$ cat config.mk
export PLATFORM = sky130hd
export DESIGN_NAME = led_pattern_receiver
export DESIGN_NICKNAME = d
export VERILOG_FILES = /design/src/rtl/led_matrix_pkg.sv /design/src/rtl/led_rx_shift_reg.sv /design/src/rtl/led_pattern_receiver.sv
export SDC_FILE = /design/constraint.sdc
export NUM_CORES = 1
export LEC_CHECK = 0
export BUFFER_PORTS_ARGS = -buffer_cell sky130_fd_sc_hd__buf_4
export CAP_MARGIN = 20
export CORE_ASPECT_RATIO = 0.5
export CORE_UTILIZATION = 40
export CTS_BUF_LIST = sky130_fd_sc_hd__clkbuf_8
export DETAILED_ROUTE_END_ITERATION = 10
export RECOVER_POWER = 25
export SKIP_CTS_REPAIR_TIMING = 1
export SLEW_MARGIN = 20
export SYNTH_ARGS = -nofsm -noshare
export SYNTH_HDL_FRONTEND = slang
export SYNTH_SLANG_ARGS = --single-unit
$ cat constraint.sdc
create_clock -name clk_in -period 1.95 [get_ports clk_in]
set_input_delay 0.0975 -clock clk_in [delete_from_list [all_inputs] [get_ports clk_in]]
set_output_delay 0.0975 -clock clk_in [all_outputs]
set_load 0.005 [all_outputs]
$ cat src/rtl/led_matrix_pkg.sv
// Shared definitions for the LED pattern link receive path.
//   rx_state_t     : receiver FSM states (HUNT = waiting for frame_sync, RECEIVE = locked)
//   LED_FRAME_BITS : default bits per frame
//   LED_RX_ERR_W   : default width of the saturating sync-error counter
package led_matrix_pkg;

    typedef enum logic {
        HUNT    = 1'b0,
        RECEIVE = 1'b1
    } rx_state_t;

    localparam int LED_FRAME_BITS = 16;
    localparam int LED_RX_ERR_W   = 4;

endpackage

$ cat src/rtl/led_rx_shift_reg.sv
// Indexed-bit load register with synchronous clear.
// Holds the first WIDTH bits of a frame while it is being received.
//   clk     : clock
//   clr     : synchronous clear, active high
//   load_en : write one bit this cycle
//   restart : start of a new frame; bit 0 <= din, all other bits cleared
//   idx     : bit position written when load_en=1 and restart=0
//   din     : bit value to write
//   shreg   : current register contents
module led_rx_shift_reg #(
    parameter int WIDTH = 15,
    parameter int IDX_W = 4
) (
    input  logic             clk,
    input  logic             clr,
    input  logic             load_en,
    input  logic             restart,
    input  logic [IDX_W-1:0] idx,
    input  logic             din,
    output logic [WIDTH-1:0] shreg
);

    logic [WIDTH-1:0] shreg_reg;
    logic [WIDTH-1:0] shreg_next;

    // Clearing the upper bits on restart guarantees that no bit of an
    // abandoned frame can ever surface in a later completed word.
    generate
        for (genvar gi = 0; gi < WIDTH; gi++) begin : g_bit
            if (gi == 0) begin : g_first
                assign shreg_next[gi] = !load_en ? shreg_reg[gi] :
                                        (restart || idx == IDX_W'(gi)) ? din : shreg_reg[gi];
            end else begin : g_rest
                assign shreg_next[gi] = !load_en ? shreg_reg[gi] :
                                        restart ? 1'b0 :
                                        (idx == IDX_W'(gi)) ? din : shreg_reg[gi];
            end
        end
    endgenerate

    always_ff @(posedge clk) begin
        if (clr) begin
            shreg_reg <= '0;
        end else begin
            shreg_reg <= shreg_next;
        end
    end

    assign shreg = shreg_reg;

endmodule

$ cat src/rtl/led_pattern_receiver.sv
// LED pattern serial-link deserializer.
// Samples data_in on each bit_en strobe (LSB first), aligns to frame_sync,
// and presents each complete FRAME_BITS-wide word on a registered pattern
// with a one-cycle frame_valid pulse.
//   clk_in      : system clock
//   rst_n       : synchronous reset, active low
//   bit_en      : sample strobe
//   data_in     : serial bit, valid when bit_en=1
//   frame_sync  : current bit is bit 0 (only looked at when bit_en=1)
//   pattern     : last complete frame
//   frame_valid : one-cycle pulse when pattern updates
//   bit_idx     : index of the next expected bit
//   locked      : high while in RECEIVE
//   sync_err    : saturating count of misaligned frame_sync events
// Optional build macro LED_RX_STABLE_FILTER_EN: a completed frame is only
// published when it equals the previous completed frame.
module led_pattern_receiver
    import led_matrix_pkg::*;
#(
    parameter int FRAME_BITS = LED_FRAME_BITS,
    parameter int ERR_W      = LED_RX_ERR_W
) (
    input  logic                          clk_in,
    input  logic                          rst_n,
    input  logic                          bit_en,
    input  logic                          data_in,
    input  logic                          frame_sync,
    output logic [FRAME_BITS-1:0]         pattern,
    output logic                          frame_valid,
    output logic [$clog2(FRAME_BITS)-1:0] bit_idx,
    output logic                          locked,
    output logic [ERR_W-1:0]              sync_err
);

    localparam int IDX_W = $clog2(FRAME_BITS);
    localparam logic [IDX_W-1:0] LAST_IDX = IDX_W'(FRAME_BITS - 1);

    rx_state_t             state_reg, state_next;
    logic [IDX_W-1:0]      bit_idx_reg, bit_idx_next;
    logic [FRAME_BITS-1:0] pattern_reg, pattern_next;
    logic                  frame_valid_reg, frame_valid_next;
    logic [ERR_W-1:0]      sync_err_reg, sync_err_next;

    logic                  sr_load;
    logic                  sr_restart;
    logic                  misalign;
    logic                  complete;
    logic [FRAME_BITS-2:0] shreg;
    logic [FRAME_BITS-1:0] frame_word;

    // The last bit is never stored: it goes straight into pattern together
    // with the FRAME_BITS-1 bits already held.
    led_rx_shift_reg #(
        .WIDTH (FRAME_BITS - 1),
        .IDX_W (IDX_W)
    ) u_shreg (
        .clk     (clk_in),
        .clr     (!rst_n),
        .load_en (sr_load),
        .restart (sr_restart),
        .idx     (bit_idx_reg),
        .din     (data_in),
        .shreg   (shreg)
    );

    assign frame_word = {data_in, shreg};

`ifdef LED_RX_STABLE_FILTER_EN
    logic [FRAME_BITS-1:0] prev_reg;
    logic                  prev_valid_reg;

    always_ff @(posedge clk_in) begin
        if (!rst_n || misalign) begin
            prev_reg       <= '0;
            prev_valid_reg <= 1'b0;
        end else if (complete) begin
            prev_reg       <= frame_word;
            prev_valid_reg <= 1'b1;
        end
    end
`endif

    always_comb begin
        state_next       = state_reg;
        bit_idx_next     = bit_idx_reg;
        pattern_next     = pattern_reg;
        frame_valid_next = 1'b0;
        sync_err_next    = sync_err_reg;
        sr_load          = 1'b0;
        sr_restart       = 1'b0;
        misalign         = 1'b0;
        complete         = 1'b0;

        if (bit_en) begin
            case (state_reg)
                HUNT: begin
                    if (frame_sync) begin
                        sr_load      = 1'b1;
                        sr_restart   = 1'b1;
                        bit_idx_next = IDX_W'(1);
                        state_next   = RECEIVE;
                    end
                end
                RECEIVE: begin
                    if (frame_sync) begin
                        // Sync always restarts the frame; it is only an
                        // error when the previous frame was left unfinished.
                        sr_load      = 1'b1;
                        sr_restart   = 1'b1;
                        bit_idx_next = IDX_W'(1);
                        if (bit_idx_reg != '0) begin
                            misalign = 1'b1;
                            if (sync_err_reg != '1) begin
                                sync_err_next = sync_err_reg + 1'b1;
                            end
                        end
                    end else if (bit_idx_reg == LAST_IDX) begin
                        complete     = 1'b1;
                        bit_idx_next = '0;
                    end else begin
                        sr_load      = 1'b1;
                        sr_restart   = (bit_idx_reg == '0);
                        bit_idx_next = bit_idx_reg + 1'b1;
                    end
                end
                default: state_next = HUNT;
            endcase
        end

`ifdef LED_RX_STABLE_FILTER_EN
        if (complete && prev_valid_reg && (frame_word == prev_reg)) begin
            pattern_next     = frame_word;
            frame_valid_next = 1'b1;
        end
`else
        if (complete) begin
            pattern_next     = frame_word;
            frame_valid_next = 1'b1;
        end
`endif
    end

    always_ff @(posedge clk_in) begin
        if (!rst_n) begin
            state_reg       <= HUNT;
            bit_idx_reg     <= '0;
            pattern_reg     <= '0;
            frame_valid_reg <= 1'b0;
            sync_err_reg    <= '0;
        end else begin
            state_reg       <= state_next;
            bit_idx_reg     <= bit_idx_next;
            pattern_reg     <= pattern_next;
            frame_valid_reg <= frame_valid_next;
            sync_err_reg    <= sync_err_next;
        end
    end

    assign pattern     = pattern_reg;
    assign frame_valid = frame_valid_reg;
    assign bit_idx     = bit_idx_reg;
    assign locked      = (state_reg == RECEIVE);
    assign sync_err    = sync_err_reg;

endmodule
# After elaboration in Yosys (flattened, before gate mapping)
# Cells that the tools add are included.
[totals] reg_bits=41 input_bits=5 output_inout_bits=26 word_cells=121
[classes] n_addsub=2 eq_ne=17 n_mux=47 bitwise_logic=1 reduce_logical=34
[op_table] operator="$mux W1" count=41
[op_table] operator="$eq A4 B4 Y1 const B" count=8
[op_table] operator="$reduce_and A2 Y1" count=16
[op_table] operator="$reduce_bool A2 Y1" count=14
[op_table] operator="$eq A4 B3 Y1 const B" count=4
[op_table] operator="$mux W4" count=3
[op_table] operator="$add A4 B1 Y4 const B" count=2
[op_table] operator="$eq A4 B2 Y1 const B" count=2
[op_table] operator="$pmux W4 S2" count=1
[op_table] operator="$reduce_and A5 Y1" count=1
[op_table] operator="$eq A4 B1 Y1 const B" count=1
[op_table] operator="$logic_not A4 Y1" count=1
[op_table] operator="$ne A4 B4 Y1 const B" count=1
[op_table] operator="$pmux W1 S2" count=2
[op_table] operator="$reduce_bool A4 Y1" count=1
[op_table] operator="$ne A2 B2 Y1 const B" count=1
[op_table] operator="$logic_or A1 B1 Y1" count=1
[op_table] operator="$not A1 Y1" count=1

# Depth between registers and ports, before layout
# Gate-level depths: netlist of the first run.
[logic_depth] depth_word=7 mapped_depth=7 ltp_nobuf=6

# Hierarchy
# Synthesis of the first run repeated with hierarchy kept, for this count alone.
[unflattened] hier_cells=199 area_unflattened_um2=1765.4
[modules_own_cells] module="led_pattern_receiver" n_inst=1 cells_per_inst=132 area_each_um2=1109.8 seq_area_each_um2=520.5
[modules_own_cells] module="led_rx_shift_reg" n_inst=1 cells_per_inst=67 area_each_um2=655.6 seq_area_each_um2=300.3

# Least setup slack after synthesis of the first run
# No wires, ideal clock.
[synth_path] kind="flip-flop to flip-flop" from="reg bit_idx_reg[0] (netlist: bit_idx[0])" to="reg u_shreg.shreg_reg[10] (netlist: u_shreg.shreg[10])" setup_ns=0.117 arrival_time_ns=1.560 required_ns=1.833 path_slack_ns=0.273 path_stages_with_launch=8 path_buffers=2 synth_period_minus_slack_ns=1.677 path_cell_list="dfxtp_1 > ha_1 > buf_2 > and3_1 > o21ai_2 > buf_4 > nand3_1 > a32o_1"
[synth_via] elab_chain_len=7 elab_cells_between_ends=14 cone_classes="eq/ne: 2; mux: 9; reduce/logical: 3"
[synth_lines] item="start, declared" line_no="led_pattern_receiver.sv:39" text="logic [IDX_W-1:0] bit_idx_reg, bit_idx_next;"
[synth_lines] item="start signal, assigned" line_no="led_pattern_receiver.sv:152" text="bit_idx_reg <= bit_idx_next;"
[synth_lines] item="$eq A4 B4 Y1 / $logic_not A4 Y1 (equally long branches)" line_no="led_pattern_receiver.sv:117, led_pattern_receiver.sv:122"
[synth_lines] item="$mux W1" line_no="led_pattern_receiver.sv:117" text="end else if (bit_idx_reg == LAST_IDX) begin"
[synth_lines] item="$mux W1" line_no="led_pattern_receiver.sv:105" text="if (frame_sync) begin"
[synth_lines] item="$pmux W1 S2" line_no="led_pattern_receiver.sv:95" text="case (state_reg)"
[synth_lines] item="$mux W1" line_no="led_pattern_receiver.sv:94" text="if (bit_en) begin"
[synth_lines] item="$reduce_bool A2 Y1 (no source line)"
[synth_lines] item="$reduce_and A2 Y1 (no source line)"
[synth_lines] item="end signal, assigned" line_no="led_rx_shift_reg.sv:45" text="shreg_reg <= shreg_next;"
[synth_lines] item="end, declared" line_no="led_rx_shift_reg.sv:23" text="logic [WIDTH-1:0] shreg_reg;"
# Several ways; a longest one is shown, not always the timed one.
# A chain may end at the register's enable or synchronous reset.

# Worst setup path after layout of the first run
[layout_path] from="reg bit_idx_reg[1] (netlist: bit_idx[1])" to="reg u_shreg.shreg_reg[5] (netlist: u_shreg.shreg[5])"
# The elaborated chain is that of the path after synthesis.

==> flow_metrics.py, run 1 <==
metrics = {
    "outcome": {
        "status": "finished clean",
    },
    "final_layout": {
        "nets": 242,
        "finish.utilization_pct": 49.82,
        "register_area_um2": 822.0,
        "fin_cells": 299,
        "largest_reg_flops": 16,
        "layout-drive-gt1-share_pct": 24.46,
        "areaGrowthSynthToFinish_pct": 17.10,
        "multi_input_area_um2": 970.9,
        "nFillCells": 438,
        "stdcell_area_mm2": 0.002236,
        "antenna_cells": 0,
    },
    "clock_network": {
        "cts_root_buffer": "clkbuf_8",
        "numCtsBuffers": 5,
        "cts.path.max_buffers": 2,
        "cts_tree": "yes",
        "path_clk_slew_ns": 0.08,
        "clock_sinks": 41,
        "clk_latency_ns": 0.30,
        "cts_max_level": 2,
    },
    "grt": {
        "grt_pass1_wl_mm": 6.906,
        "grt_remaining_overflow": 0,
        "first_global_vias": 1416,
        "grt_use_total_pct": 18.23,
        "grt_max_degree": 36,
        "antenna_found_initial": 0,
    },
    "yosys": {
        "synth.area.top_cells": "dfxtp_1 43%, nand2_1 8.1%, a21boi_0 7.1%",
        "synthFlopType": "dfxtp_1",
        "synth_cell_types": 42,
        "syn_nets": 213,
        "ys_seq_area_share_pct": 42.99,
        "async_reset_ff_share_pct": 0,
        "muxShareOfSynthArea_pct": 2.621,
        "synth_edf_count": 0,
        "synth-seq-cells": 41,
        "synthesis.area_mm2": 0.001909,
        "synthAdderAreaFrac_pct": 3.277,
        "synth-simple-area-share_pct": 24.90,
        "synth_top_family_by_area": "simple AND/OR/NAND/NOR gates",
        "synth_top_area_cell": "dfxtp_1",
        "yosys_warnings": 0,
        "synth-xor-area-share_pct": 0.4587,
        "synth_top_area_share_pct": 42.99,
        "synth_compound_area_share_pct": 19.59,
        "syn_area_per_cell_um2": 9.406,
        "synthCells": 203,
        "synthTopCellsByCount": "41 x dfxtp_1, 41 x nand2_1, 18 x a21boi_0",
    },
    "sta": {
        "setup_viol": 0,
        "finalHoldViolations": 0,
        "min_period_ns": 1.827,
        "tightest_slew_ns": 0.4528,
        "period_share_pct": 93.69,
        "tns_ns": 0,
        "rsz0062_at_grt": "false",
        "slew_viol_final": 0,
        "skew_ns": 0.006892,
        "relSlewSlack_pct": 69.76,
        "fmax_mhz": 547.3,
    },
    "power": {
        "p_per_area_mw_per_mm2": 674.0,
        "total_power_w": 0.001507,
        "ir_drop_v": 0.0003682,
        "p_leak_nw": 0.8854,
    },
    "die": {
        "die_area_mm2": 0.005071,
        "fp.coreArea_mm2": 0.004488,
        "rows": 17,
        "ios": 31,
        "die_h_um": 50.86,
        "die_x_um": 99.71,
        "start_util_pct": 42.54,
    },
    "worst_hold_path": {
        "hold_class": "in -> reg",
    },
    "critical_path": {
        "path_delay_family": "simple AND/OR/NAND/NOR gates",
        "crit_path_max_incr_delay_ns": 0.48,
        "crit_required_ns": 2.19,
        "path_class": "reg -> reg",
        "worstPathCellList": "inv_1, ha_1, and4bb_2, nor4_2, and2_2, a32o_1",
        "cp_max_fo": 7,
        "critPathLaunchType": "flip-flop",
        "cp.arrival_ns": 2.07,
        "crit_path_end_kind": "flip-flop",
        "cp_num_buf_inv": 1,
        "cp_slowest_cell": "dfxtp_1",
        "r2r_slack_ns": 0.12,
    },
    "place": {
        "placedInstanceArea_mm2": 0.002148,
        "hpwlAfterDp_mm": 2.945,
        "port_buffers": 30,
        "dp_cells": 291,
        "gp_congestion": 0.9303,
    },
    "route": {
        "drtIter0Drc": 77,
        "routed_wl_mm": 4.207,
        "avgRoutedWirePerCell_um": 14.07,
        "drc": 0,
        "vias": 1519,
        "firstDrtPassIters": 4,
        "ant_nets": 0,
        "viasPerCell": 5.080,
    },
    "job": {
        "drv_cap": 0,
    },
}
[metal layers]
layer	GRT usage, %	share of wire (%)	vias to the layer above
li1	-	-	777
met1	27.10	57	706
met2	24.83	38	29
met3	5.198	4.4	7
met4	5.882	1.1	0
met5	0	0	-
[cells in the final DEF (no fill, tap or decap), types with 4 or more instances in the layout]
cell,netlist,routed
clkbuf_4,0,16
buf_4,2,18
o21ai_0,6,6
a21boi_0,18,18
dfxtp_1,41,40
mux2i_1,5,5
nor2b_1,5,5
inv_1,5,5
nand2_1,41,41
and3_1,4,4
a32o_1,11,11
ha_1,5,5
clkbuf_8,2,5
nand3_1,15,15
[cell families after synthesis]
group	count (synthesis)
AO/OA/AOI/OAI	47
XOR/XNOR	1
adder cells (fa/ha/maj)	5
buffers and inverters	17
flip-flops	41
multiplexers	5
AND/OR/NAND/NOR	87
[power breakdown]
group          switching (W)  total [W]  leakage, nW  internal [W]
clock network       0.000304   0.000551       0.0439      0.000247
registers          0.0000100   0.000854        0.331      0.000844
logic              0.0000588   0.000102        0.510     0.0000434
total               0.000372    0.00151        0.885       0.00113
[cell type report]
type,count,area share (%)
Sequential cell,41,36.77
Clock buffer,5,3.078
Clock inverter,3,0.7834
Inverter,5,0.8394
Multi-Input combinational cell,145,43.42
Tap cell,66,3.693
Timing Repair Buffer,34,11.42
[tightest hold or removal path, stage by stage]
cell,delay [ns]
buf_4,0.13
nand2_1,0.05
a21boi_0,0.06
[final timing paths]
check                                 startpoint               end  cells after the start
worst max-delay path                  bit_idx[1]  u_shreg.shreg[5]                      6
worst min-delay path                     data_in       pattern[15]                      3
worst max register to register        bit_idx[1]  u_shreg.shreg[5]                      6
worst min register to register  u_shreg.shreg[8]        pattern[8]                      2
[metrics by stage]
step	hold WS [ns]	worst slack, ns
floorplan	0.2424	0.2729
global placement	0.3890	0.2185
detailed placement	0.3967	0.1036
CTS	0.07913	0.08040
global route	0.08771	0.01515
finish	0.08614	0.1230
Power figures use the tool's default switching activity.
==> run 2: changes to the inputs <==
Clock period 1.95 ns to 1.9 ns, I/O delays scaled along.
==> flow_metrics.py, run 2 (same netlist as run 1, synthesis figures left out) <==
metrics = {
    "outcome": {
        "status": "finished clean",
    },
    "route": {
        "ant_nets": 0,
        "drc": 0,
        "firstDrtPassIters": 4,
        "avgRoutedWirePerCell_um": 13.99,
        "vias": 1499,
        "viasPerCell": 5.013,
        "routed_wl_mm": 4.184,
        "drtIter0Drc": 88,
    },
    "sta": {
        "slew_viol_final": 0,
        "finalHoldViolations": 0,
        "setup_viol": 0,
        "rsz0062_at_grt": "false",
        "min_period_ns": 1.754,
        "tns_ns": 0,
        "skew_ns": 0.006375,
        "period_share_pct": 92.33,
        "relSlewSlack_pct": 69.90,
        "fmax_mhz": 570.0,
        "tightest_slew_ns": 0.4506,
    },
    "critical_path": {
        "crit_required_ns": 2.13,
        "critPathLaunchType": "flip-flop",
        "crit_path_end_kind": "flip-flop",
        "cp.arrival_ns": 1.99,
        "path_class": "reg -> reg",
        "cp_slowest_cell": "dfxtp_2",
        "cp_max_fo": 7,
        "crit_path_max_incr_delay_ns": 0.40,
        "worstPathCellList": "inv_1, ha_1, and4bb_2, nor4_2, and2_2, a32o_1",
    },
    "grt": {
        "antenna_found_initial": 0,
        "grt_use_total_pct": 17.83,
        "grt_pass1_wl_mm": 6.844,
        "grt_remaining_overflow": 0,
        "grt_max_degree": 36,
        "first_global_vias": 1380,
    },
    "power": {
        "p_leak_nw": 0.8865,
        "total_power_w": 0.001537,
        "p_per_area_mw_per_mm2": 687.0,
        "ir_drop_v": 0.0002958,
    },
    "place": {
        "hpwlAfterDp_mm": 2.957,
        "port_buffers": 30,
        "gp_congestion": 0.9306,
    },
    "clock_network": {
        "cts_tree": "yes",
        "clk_latency_ns": 0.29,
        "numCtsBuffers": 5,
        "cts.path.max_buffers": 2,
        "cts_max_level": 2,
        "clock_sinks": 41,
        "cts_root_buffer": "clkbuf_8",
        "path_clk_slew_ns": 0.08,
    },
    "die": {
        "die_area_mm2": 0.005071,
        "fp.coreArea_mm2": 0.004488,
        "start_util_pct": 42.54,
        "die_x_um": 99.71,
        "die_h_um": 50.86,
        "rows": 17,
        "ios": 31,
    },
    "final_layout": {
        "final_common_cell": "nand2_1",
        "layout_common_cells": "41 x nand2_1, 39 x dfxtp_1, 19 x buf_4, 18 x a21boi_0",
        "largest_reg_flops": 16,
        "register_area_um2": 823.3,
        "multi_input_area_um2": 970.9,
        "layout-drive-gt1-share_pct": 24.89,
        "areaGrowthSynthToFinish_pct": 17.17,
        "nets": 242,
        "antenna_cells": 0,
        "nFillCells": 439,
    },
    "job": {
        "drv_cap": 0,
    },
    "worst_hold_path": {
        "hold_class": "in -> reg",
    },
}
## run 2: area by class of cell
cell class                      instances  share of cell area [%]
Sequential cell                        41                   36.80
Inverter                                5                  0.8389
Clock buffer                            5                   3.076
Timing Repair Buffer                   34                   11.41
Clock inverter                          3                  0.7830
Multi-Input combinational cell        145                   43.40
Tap cell                               66                   3.691
## run 2: per-layer routing
| metal | part of all wire [%] | global-route usage, % |
|---|---|---|
| met4 | 0.096 | 2.941 |
| met1 | 57 | 27.18 |
| met3 | 4.7 | 5.198 |
| met2 | 38 | 24.60 |
| met5 | 0 | 0 |
## run 2: critical path, delay by kind of cell, from the launching register on
family	cells	cell delay, ns
adders and majority gates	1	0.27
and+or+nand+nor	3	0.81
buffers and inverters	1	0.10
DFF	1	0.40
AOI/OAI and AO/OA	1	0.12
## run 2: power by group
group / internal, W / switching, W / total, W
clock network: 0.000254 / 0.000302 / 0.000555
registers: 0.000866 / 0.0000103 / 0.000877
logic: 0.0000447 / 0.0000602 / 0.000105
## run 2: final timing paths
check                   from          endpoint  slack [ns]  cells after the start
setup / recovery  bit_idx[0]  u_shreg.shreg[9]        0.15                      6
hold / removal       data_in       pattern[15]        0.09                      3
setup reg to reg  bit_idx[0]  u_shreg.shreg[9]        0.15                      6
hold reg to reg   pattern[0]        pattern[0]        0.46                      2
## run 2: stage by stage
stage          cell area (µm²)  util [%]  cells  setup slack (ns)  hold slack, ns
2_1_floorplan             1909         -    203            0.2229          0.2399
3_3_place_gp              2148     47.87    291            0.1685          0.3864
3_5_place_dp              2148     47.87    291           0.06227          0.3940
4_1_cts                   2235     49.79    299           0.04310         0.08441
5_1_grt                   2237     49.85    299           0.02316          0.1119
6_report                  2237     49.85    299            0.1458         0.09435
==> run 3: changes to the inputs <==
Clock period 1.9 ns to 2.05 ns, I/O delays scaled along.
==> flow_metrics.py, run 3 (same netlist as run 1, synthesis figures left out) <==
metrics = {
    "outcome": {
        "status": "finished clean",
    },
    "die": {
        "ios": 31,
        "rows": 17,
        "fp.coreArea_mm2": 0.004488,
        "start_util_pct": 42.54,
        "die_x_um": 99.71,
        "die_h_um": 50.86,
        "die_area_mm2": 0.005071,
    },
    "final_layout": {
        "areaGrowthSynthToFinish_pct": 18.02,
        "nFillCells": 437,
        "layout-drive-gt1-share_pct": 22.84,
        "nets": 241,
        "largest_reg_flops": 16,
        "antenna_cells": 0,
        "layout_common_cells": "41 x nand2_1, 41 x dfxtp_1, 18 x a21boi_0, 17 x buf_4",
    },
    "power": {
        "seq_power_share_pct": 51.2,
        "ir_drop_v": 0.0003705,
        "combinationalPowerShare_pct": 6.3,
        "power_switching_w": 0.0003464,
        "p_clk_share_pct": 42.4,
        "intPower_w": 0.001236,
        "swShare_pct": 21.89,
        "p_per_area_mw_per_mm2": 702.3,
        "p_leak_nw": 0.8954,
    },
    "clock_network": {
        "clock_sinks": 41,
        "cts.path.max_buffers": 2,
        "cts_root_buffer": "clkbuf_8",
        "cts_max_level": 2,
        "path_clk_slew_ns": 0.08,
        "cts_tree": "yes",
        "numCtsBuffers": 5,
        "clk_latency_ns": 0.30,
    },
    "critical_path": {
        "cp_max_fo": 12,
        "crit_path_max_incr_delay_ns": 0.41,
        "path_class": "reg -> reg",
        "path_delay_family": "compound AO/OA/AOI/OAI gates",
        "r2r_slack_ns": 0.22,
        "crit_required_ns": 2.28,
        "crit_path_end_kind": "flip-flop",
        "cp_num_buf_inv": 0,
        "worstPathCellList": "ha_1, and3_1, o21ai_2, a21boi_0, mux2i_1",
        "critPathLaunchType": "flip-flop",
        "cp_slowest_cell": "o21ai_2",
        "cp.arrival_ns": 2.06,
    },
    "sta": {
        "relSlewSlack_pct": 56.35,
        "skew_ns": 0.01037,
        "fmax_mhz": 545.3,
        "tightest_slew_ns": 0.6523,
        "finalHoldViolations": 0,
        "tns_ns": 0,
        "setup_viol": 0,
        "whs_ns": 0.08869,
        "min_period_ns": 1.834,
        "period_share_pct": 89.46,
        "rsz0062_at_grt": "false",
        "slew_viol_final": 0,
    },
    "route": {
        "ant_nets": 0,
        "routed_wl_mm": 4.252,
        "firstDrtPassIters": 4,
        "viasPerCell": 5.091,
        "vias": 1517,
        "drtIter0Drc": 65,
        "avgRoutedWirePerCell_um": 14.27,
        "drc": 0,
    },
    "grt": {
        "grt_pass1_wl_mm": 7.355,
        "first_global_vias": 1450,
        "grt_max_degree": 36,
        "antenna_found_initial": 0,
        "grt_use_total_pct": 19.00,
        "grt_remaining_overflow": 0,
    },
    "place": {
        "hpwlAfterDp_mm": 2.921,
        "gp_congestion": 0.9205,
        "port_buffers": 30,
    },
    "worst_hold_path": {
        "hold_class": "in -> reg",
    },
    "job": {
        "drv_cap": 0,
    },
}
==> run 3: worst paths after layout <==
check                         from                 to  cells past startpoint
hold reg to reg   u_shreg.shreg[0]         pattern[0]                      2
setup / recovery        bit_idx[1]  u_shreg.shreg[12]                      5
hold / removal             data_in   u_shreg.shreg[0]                      3
setup reg to reg        bit_idx[1]  u_shreg.shreg[12]                      5
==> run 3: power groups by stage <==
stage               sequential [W]  combinational [W]  clock, W
global placement          0.000829          0.0000983         0
finish                    0.000811           0.000100  0.000672
detailed placement        0.000829          0.0000994         0
global route              0.000813           0.000111  0.000718
floorplan                 0.000827          0.0000777         0
CTS                       0.000811           0.000100  0.000682
==> run 3: cell type report <==
type | count | area, µm² | share of cell area (%)
Multi-Input combinational cell | 145 | 970.9 | 43.09
Sequential cell | 41 | 820.8 | 36.42
Timing Repair Buffer | 33 | 244.0 | 10.83
Clock buffer | 6 | 82.58 | 3.665
Tap cell | 66 | 82.58 | 3.665
Clock inverter | 2 | 33.78 | 1.499
Inverter | 5 | 18.77 | 0.8329
==> run 3: layer usage <==
metal	track usage (%)	vias up	part of all wire (%)
li1	-	771	-
met1	28.22	701	54
met2	26.09	38	39
met3	5.882	7	6.6
met4	5.147	0	0.99
met5	0	-	0
==> run 3: worst reg2reg max path, stage by stage, from the launching register on <==
cell and delay (ns):
dfxtp_1 0.40, ha_1 0.23, and3_1 0.24, o21ai_2 0.41, a21boi_0 0.29, mux2i_1 0.21
==> run 3: metrics by stage <==
| stage | util, % | cell area, µm² | total power [W] | setup slack (ns) | instances |
|---|---|---|---|---|---|
| CTS | 50.29 | 2257 | 0.001593 | 0.2263 | 298 |
| global route | 50.21 | 2253 | 0.001641 | 0.09000 | 298 |
| floorplan | - | 1909 | 0.0009048 | 0.3729 | 203 |
| global placement | 47.70 | 2141 | 0.0009276 | 0.2449 | 290 |
| finish | 50.21 | 2253 | 0.001583 | 0.2161 | 298 |
| detailed placement | 47.70 | 2141 | 0.0009287 | 0.2423 | 290 |
